==> src/rtl/binary_decoder_pkg.sv <==
// Shared decode helper and lane-record sizing for binary_decoder_pipe.
// Lane records are {err, vector}; the widest supported lane sets the helper widths.
package binary_decoder_pkg;

  localparam int unsigned MAX_BIN_WIDTH   = 8;
  localparam int unsigned MAX_UNARY_WIDTH = 1 << MAX_BIN_WIDTH;
  localparam int unsigned LANE_W          = MAX_UNARY_WIDTH + 1;

  // One extra bit so a full-range UNARY_WIDTH limit fits in the compare.
  typedef logic [MAX_BIN_WIDTH:0] code_t;
  typedef logic [LANE_W-1:0]      lane_t;

  // Returns {err, vector}; callers keep only the low UNARY_WIDTH vector bits.
  function automatic lane_t decode_lane(input code_t bin, input logic en, input logic thermo,
                                        input code_t limit);
    lane_t r;
    r = '0;
    if (en) begin
      if (bin >= limit) begin
        r[LANE_W-1] = 1'b1;
      end else begin
        for (int i = 0; i < int'(MAX_UNARY_WIDTH); i++) begin
          r[i] = thermo ? (i <= int'(bin)) : (i == int'(bin));
        end
      end
    end
    return r;
  endfunction

endpackage

==> src/rtl/binary_decoder_pipe_stage.sv <==
// Single valid/ready register slice; accepts when empty or when its content leaves this cycle.
module binary_decoder_pipe_stage #(
  parameter int unsigned Width = 1
) (
  input  logic             clk,
  input  logic             rst,
  input  logic             in_valid,
  output logic             in_ready,
  input  logic [Width-1:0] in_data,
  output logic             out_valid,
  input  logic             out_ready,
  output logic [Width-1:0] out_data
);

  logic             valid_q;
  logic [Width-1:0] data_q;

  assign in_ready  = !valid_q || out_ready;
  assign out_valid = valid_q;
  assign out_data  = data_q;

  // Data only moves on a load so a stalled slice holds its beat unchanged.
  always_ff @(posedge clk) begin
    if (rst) begin
      valid_q <= 1'b0;
      data_q  <= '0;
    end else if (in_ready) begin
      valid_q <= in_valid;
      if (in_valid) data_q <= in_data;
    end
  end

endmodule

==> src/rtl/binary_decoder_pipe.sv <==
// Multi-lane pipelined binary-to-unary decoder with valid/ready flow control
// and an optional sticky OR mask of delivered beats.
module binary_decoder_pipe
  import binary_decoder_pkg::*;
#(
  parameter int unsigned BIN_WIDTH   = 8,
  parameter int unsigned UNARY_WIDTH = 1 << BIN_WIDTH,
  parameter int unsigned LANES       = 1,
  parameter int unsigned STAGES      = 1,
  parameter int unsigned THERMO      = 0,
  parameter int unsigned ACCUMULATE  = 0
) (
  input  logic                           i_clk,
  input  logic                           i_rst,
  input  logic                           i_valid,
  output logic                           o_ready,
  input  logic [LANES-1:0]               i_en,
  input  logic [LANES*BIN_WIDTH-1:0]     i_bin,
  output logic                           o_valid,
  input  logic                           i_ready,
  output logic [LANES*UNARY_WIDTH-1:0]   o_unary,
  output logic [LANES-1:0]               o_err,
  input  logic                           i_clear,
  output logic [LANES*UNARY_WIDTH-1:0]   o_mask
);

  localparam int unsigned LaneW = UNARY_WIDTH + 1;
  localparam int unsigned DataW = LANES * LaneW;
  localparam code_t       Limit = code_t'(UNARY_WIDTH);

  logic [DataW-1:0] dec;
  logic [STAGES:0]  vld;
  logic [STAGES:0]  rdy;
  logic [DataW-1:0] dat [STAGES+1];
  logic             handshake;

  always_comb begin
    code_t bin;
    lane_t r;
    dec = '0;
    bin = '0;
    r   = '0;
    for (int k = 0; k < int'(LANES); k++) begin
      bin = '0;
      bin[BIN_WIDTH-1:0] = i_bin[k*BIN_WIDTH +: BIN_WIDTH];
      r = decode_lane(bin, i_en[k], THERMO != 0, Limit);
      dec[k*LaneW +: LaneW] = {r[LANE_W-1], r[UNARY_WIDTH-1:0]};
    end
  end

  assign vld[0]      = i_valid;
  assign dat[0]      = dec;
  assign o_ready     = rdy[0];
  assign rdy[STAGES] = i_ready;

  for (genvar s = 0; s < STAGES; s++) begin : g_stage
    binary_decoder_pipe_stage #(
      .Width(DataW)
    ) u_stage (
      .clk      (i_clk),
      .rst      (i_rst),
      .in_valid (vld[s]),
      .in_ready (rdy[s]),
      .in_data  (dat[s]),
      .out_valid(vld[s+1]),
      .out_ready(rdy[s+1]),
      .out_data (dat[s+1])
    );
  end

  assign o_valid   = vld[STAGES];
  assign handshake = o_valid && i_ready;

  always_comb begin
    o_unary = '0;
    o_err   = '0;
    for (int k = 0; k < int'(LANES); k++) begin
      o_unary[k*UNARY_WIDTH +: UNARY_WIDTH] = dat[STAGES][k*LaneW +: UNARY_WIDTH];
      o_err[k] = dat[STAGES][k*LaneW + UNARY_WIDTH];
    end
  end

  if (ACCUMULATE != 0) begin : g_acc
    logic [LANES*UNARY_WIDTH-1:0] mask_q;
    // Clear takes effect before the same-cycle beat is ORed in.
    always_ff @(posedge i_clk) begin
      if (i_rst) begin
        mask_q <= '0;
      end else if (i_clear) begin
        mask_q <= handshake ? o_unary : '0;
      end else if (handshake) begin
        mask_q <= mask_q | o_unary;
      end
    end
    assign o_mask = mask_q;
  end else begin : g_no_acc
    assign o_mask = '0;
  end

endmodule
==> config.mk <==
export PLATFORM = sky130hd
export DESIGN_NAME = binary_decoder_pipe
export DESIGN_NICKNAME = d
export VERILOG_FILES = /design/src/rtl/binary_decoder_pkg.sv /design/src/rtl/binary_decoder_pipe_stage.sv /design/src/rtl/binary_decoder_pipe.sv
export SDC_FILE = /design/constraint.sdc
export NUM_CORES = 1
export LEC_CHECK = 0
export ABC_AREA = 1
export CORE_AREA = 2 2 204 206
export DETAILED_ROUTE_END_ITERATION = 8
export DIE_AREA = 0 0 206 208
export PLACE_DENSITY = 0.65
export SYNTH_ARGS = -nofsm -noshare
export SYNTH_HDL_FRONTEND = slang
export SYNTH_SLANG_ARGS = --single-unit
==> constraint.sdc <==
create_clock -name i_clk -period 1.7 [get_ports i_clk]
set_clock_uncertainty 0.2 [all_clocks]
set_input_delay 0.34 -clock i_clk [delete_from_list [all_inputs] [get_ports i_clk]]
set_output_delay 0.34 -clock i_clk [all_outputs]
set_load 0.03 [all_outputs]
Word-level counts from Yosys, hierarchy flattened --
Index checks and enable logic that the tools add are counted.
Cells by class: reductions and logical operators 4, eq/ne operators 255, multipliers 0, muxes and demuxes 1, shift operators 0, bitwise operators 0, add/sub/neg operators 0, div/mod/pow operators 0, order comparisons 0
Operators by type and width (count):
- $eq A8 B8 Y1 const A | 128
- $eq A7 B8 Y1 const A | 64
- $eq A6 B8 Y1 const A | 32
- $mux W256 | 1
- $eq A5 B8 Y1 const A | 16
- $eq A4 B8 Y1 const A | 8
- $eq A3 B8 Y1 const A | 4
- $eq A2 B8 Y1 const A | 2
- $eq A1 B8 Y1 const A | 1
- $logic_not A8 Y1 | 1
- $reduce_and A2 Y1 | 1
- $logic_not A1 Y1 | 1
- $logic_or A1 B1 Y1 | 1
Storage, ports and cells: bits in registers 257, memory bits (writable) 0, memories kept 0, bits in latches 0, ROM bits 0, logic and storage cells 262, output and inout port bits 515, bits of input ports 14

Logic depth before layout (Yosys ltp) --
depth after elaboration 3, gate-level depth with buffers 8, mapped depth without buffers 7

By module --
Synthesis repeated with hierarchy kept, for this count alone.
Unflattened totals: cells, all modules 2313, area, all modules 15544.9 sq um
By module, submodules not included:
- binary_decoder_pipe_stage | instances 1, seq. area each 5165.0 sq um, cells an instance 1690, area an instance 12015.3 sq um
- binary_decoder_pipe | instances 1, seq. area each 0.0 sq um, cells an instance 623, area an instance 3529.6 sq um

Worst setup path before layout --
Ideal clock, no wire load.
path type register to register, start point reg g_stage[0].u_stage.valid_q, end point reg g_stage[0].u_stage.data_q[129], data arrival time 1.541 ns, stages on the path, launching flop included 7, setup slack -0.108 ns, setup time 0.067 ns, data required time 1.433 ns, cells stage by stage dfxtp_1 > nand2_2 > nand2_2 > buf_2 > clkbuf_1 > nand2_1 > a21oi_2
On the way: cells in the longest elaborated chain, start to end 3
RTL lines:
- from (decl) | line binary_decoder_pipe_stage.sv:15 | logic valid_q;
- from (signal assigned) | line binary_decoder_pipe_stage.sv:28 | valid_q <= in_valid;
- $logic_not A1 Y1 | line binary_decoder_pipe_stage.sv:18 | assign in_ready = !valid_q || out_ready;
- $logic_or A1 B1 Y1 | line binary_decoder_pipe_stage.sv:18
- via o_ready | line binary_decoder_pipe.sv:16 | output logic o_ready,
- $reduce_and A2 Y1 (no line)
- to (signal assigned) | line binary_decoder_pipe_stage.sv:29 | if (in_valid) data_q <= in_data;
- to (decl) | line binary_decoder_pipe_stage.sv:16 | logic [Width-1:0] data_q;
The timed path passes the listed nets, and every way through them passes these cells. A chain may end at the register's enable or synchronous reset.

Worst setup path in the final report --
start point reg g_stage[0].u_stage.valid_q, end point out o_ready
On the way: cells in the longest elaborated chain, start to end 2
RTL lines (line):
- $logic_not A1 Y1 | binary_decoder_pipe_stage.sv:18
- $logic_or A1 B1 Y1 | binary_decoder_pipe_stage.sv:18
- to (decl) | binary_decoder_pipe.sv:16
Every way passes these cells.

==> out/summary.txt <==
R2R depth - 7
CP Capture Type - output port
Max frequency - 584 MHz
GRT overflow - 0
Worst Path Max Fanout - 2
Width of the die - 206 um
Type of origin of the critical path - flip-flop
Avg WL per Cell - 16.0 um
Commonest non-fill, non-tap cells in the layout - nand2_1 (546), nor2_1 (297), conb_1 (257)
Post-DRT Antenna Nets - 0
Final Worst Setup Slack - -0.0112 ns
Worst-path cell chain - nand2_2 -> buf_6 -> buf_6
Number of global-route vias before repair - 9808
Status - finished with violations
Failing checks - negative setup slack
I/O pin count - 529
DR iter-0 viols - 662
CP top delay family - flip-flops
Filler cells - 4316
Fin. max-slew vios - 0
Row count - 74
Initial Util - 34.7%
HPWL Detailed - 28000 um
Max Cap Viol - 0
DRT Pass-1 Iters - 4
Period utilization - 101%
PwrDens - 905 nW/um2
Peak VDD IR - 0.615 mV
Yosys warning count - 0
Drt via density - 4.34
Unrepaired setup endpoints after global routing - yes
Syn Std Cell Area - 14100 um2
Reg2reg start - g_stage[0].u_stage.out_valid
Reg-to-reg endpoint - g_stage[0].u_stage.out_data[79]
Synthesis-stage register bit count - 257
Non-Filler Instances - 2588
Commonest non-fill, non-tap cell in the layout - nand2_1
Crit path to - o_ready
Min-delay worst type - in2reg
Worst path slowest cell - dfxtp_2
Core Area - 40600 um2
Worst slack, placed - -0.680 ns
Crit path depth - 3
Worst Path Arrival - 1.17 ns
Placer Congestion - 0.792
Syn-to-layout area delta - 8.16%
# clock sinks - 257
TritonCTS clock tree - built
DR DRC count - 0
Syn_area_per_cell - 6.99 um2
WL final - 41500 um
Clock transition at path regs - 0.06 ns
Multi-input combinational cell area - 5530 um2
Final min period - 1.71 ns
Initial antenna violation count - 0
Slowest stage delay, CP - 0.34 ns
Hold path cells - 7
Layout cells sized above 1 - 20.9%
Cts bufs inserted - 28
R2r setup slk - 0.05 ns
Critical Path Most Common Cell - buf_6
Critical Path Start - g_stage[0].u_stage.out_valid
Synth unique cells - 14
Die ar. - 42800 um2
Tot Pwr - 13.8 mW
Seq/Total Area, Yosys - 36.6%
Vias - 11229
Clock root buffer - clkbuf_16
Syn Inst Count - 2013
H-Tree Depth - 1
Largest net degree at the start of global routing - 63
First-pass GRT wire length - 59200 um
Nets - 2049
Worst EP required - 1.16 ns
Dpl cells - 2532
Final Hold Fails - 0
Worst skew pair latency - 0.53 ns
Hold wc startpoint - i_bin[5]
Final-report setup violation count - 1
Pleak - 6.40 nW
Maximum root-to-sink buffer count - 3
Min Hold Slack - 0.196 ns
CP Class - reg2out
Register Area - 5150 um2
# port buffers - 270
Vert. Die Dim - 208 um
Buffers & Inverters on Critical Path - 2
GRT Overall Usage - 17.8%
cell usage after synthesis, drive strengths merged:
library cell | number | area, um2
a21oi | 248 | 1240
conb | 1 | 3.75
inv | 23 | 86.3
nand2 | 549 | 2070
buf | 572 | 4160
nand3 | 1 | 10.0
clkbuf | 56 | 210
clkinv | 1 | 3.75
nor2 | 305 | 1140
dfxtp | 257 | 5140
layer usage:
metal / up-vias / share of wire [%] / wire (um) / track usage (%)
met3: 47 / 7.1 / 2930 / 2.15
met1: 5200 / 42 / 17400 / 23.4
met4: 0 / 2.3 / 938 / 5.02
met2: 502 / 49 / 20200 / 30.3
met5: - / 0 / 0 / 0
li1: 5480 / - / - / -
logic make-up (layout without fill, tap and decap cells):
family                 count (synthesis)  in the layout  share of synthesized area [%]
AOI/OAI and AO/OA                    248            248                           8.85
and+or+nand+nor                      855            855                           22.9
buffers and inverters                652            438                           31.7
DFF                                  257            257                           36.6
other                                  1            258                         0.0266
through the flow:
step	area, um2	util, %	TNS (ns)
finish	15200	37.5	-0.0112
global route	15200	37.5	-0.621
CTS	15000	37.0	-0.0553
detailed placement	15300	37.6	-129.31
global placement	15300	37.6	-120.82
floorplan	15000	-	0
worst min-delay path by stage:
| stage | to | slack, ns |
|---|---|---|
| 2_1_floorplan | g_stage[0].u_stage.out_data[0] | 0.24 |
| 3_3_place_gp | g_stage[0].u_stage.out_data[173] | 0.25 |
| 3_5_place_dp | g_stage[0].u_stage.out_data[133] | 0.25 |
| 4_1_cts | g_stage[0].u_stage.out_data[31] | 0.26 |
| 5_1_grt | g_stage[0].u_stage.out_data[239] | 0.24 |
| 6_report | g_stage[0].u_stage.out_data[239] | 0.20 |
worst min-delay path, delay by kind of cell:
family	cells	cell delay (ns)
simple gates	6	0.36
buf+inv	1	0.19
timing repair:
action,CTS,global route
hold endpoints to repair,9,0
setup endpoints to repair,349,194
buffers inserted,2,0
resized for setup,1239,51
pin swaps,1,10
gates cloned,0,2
hold buffers,1,0
cell type report:
| type | instances | area share, % |
|---|---|---|
| Inverter | 24 | 0.649 |
| Clock buffer | 41 | 5.59 |
| Multi-Input combinational cell | 1360 | 36.4 |
| Antenna cell | 1 | 0.0164 |
| Timing Repair Buffer | 364 | 18.7 |
| Clock inverter | 9 | 0.526 |
| Sequential cell | 257 | 33.8 |
| Tap cell | 532 | 4.37 |
sequential cells by signal, indices dropped and copies added, names as in the netlist:
name	flops
g_stage.u_stage.out_data	256
g_stage.u_stage.out_valid	1
power by group:
group | internal, mW | leakage, nW | switching (mW)
Sequential | 6.03 | 2.07 | 0.00420
Clock | 3.60 | 0.462 | 2.46
Combinational | 0.289 | 3.87 | 1.40
(Power assumes the default switching activity.)
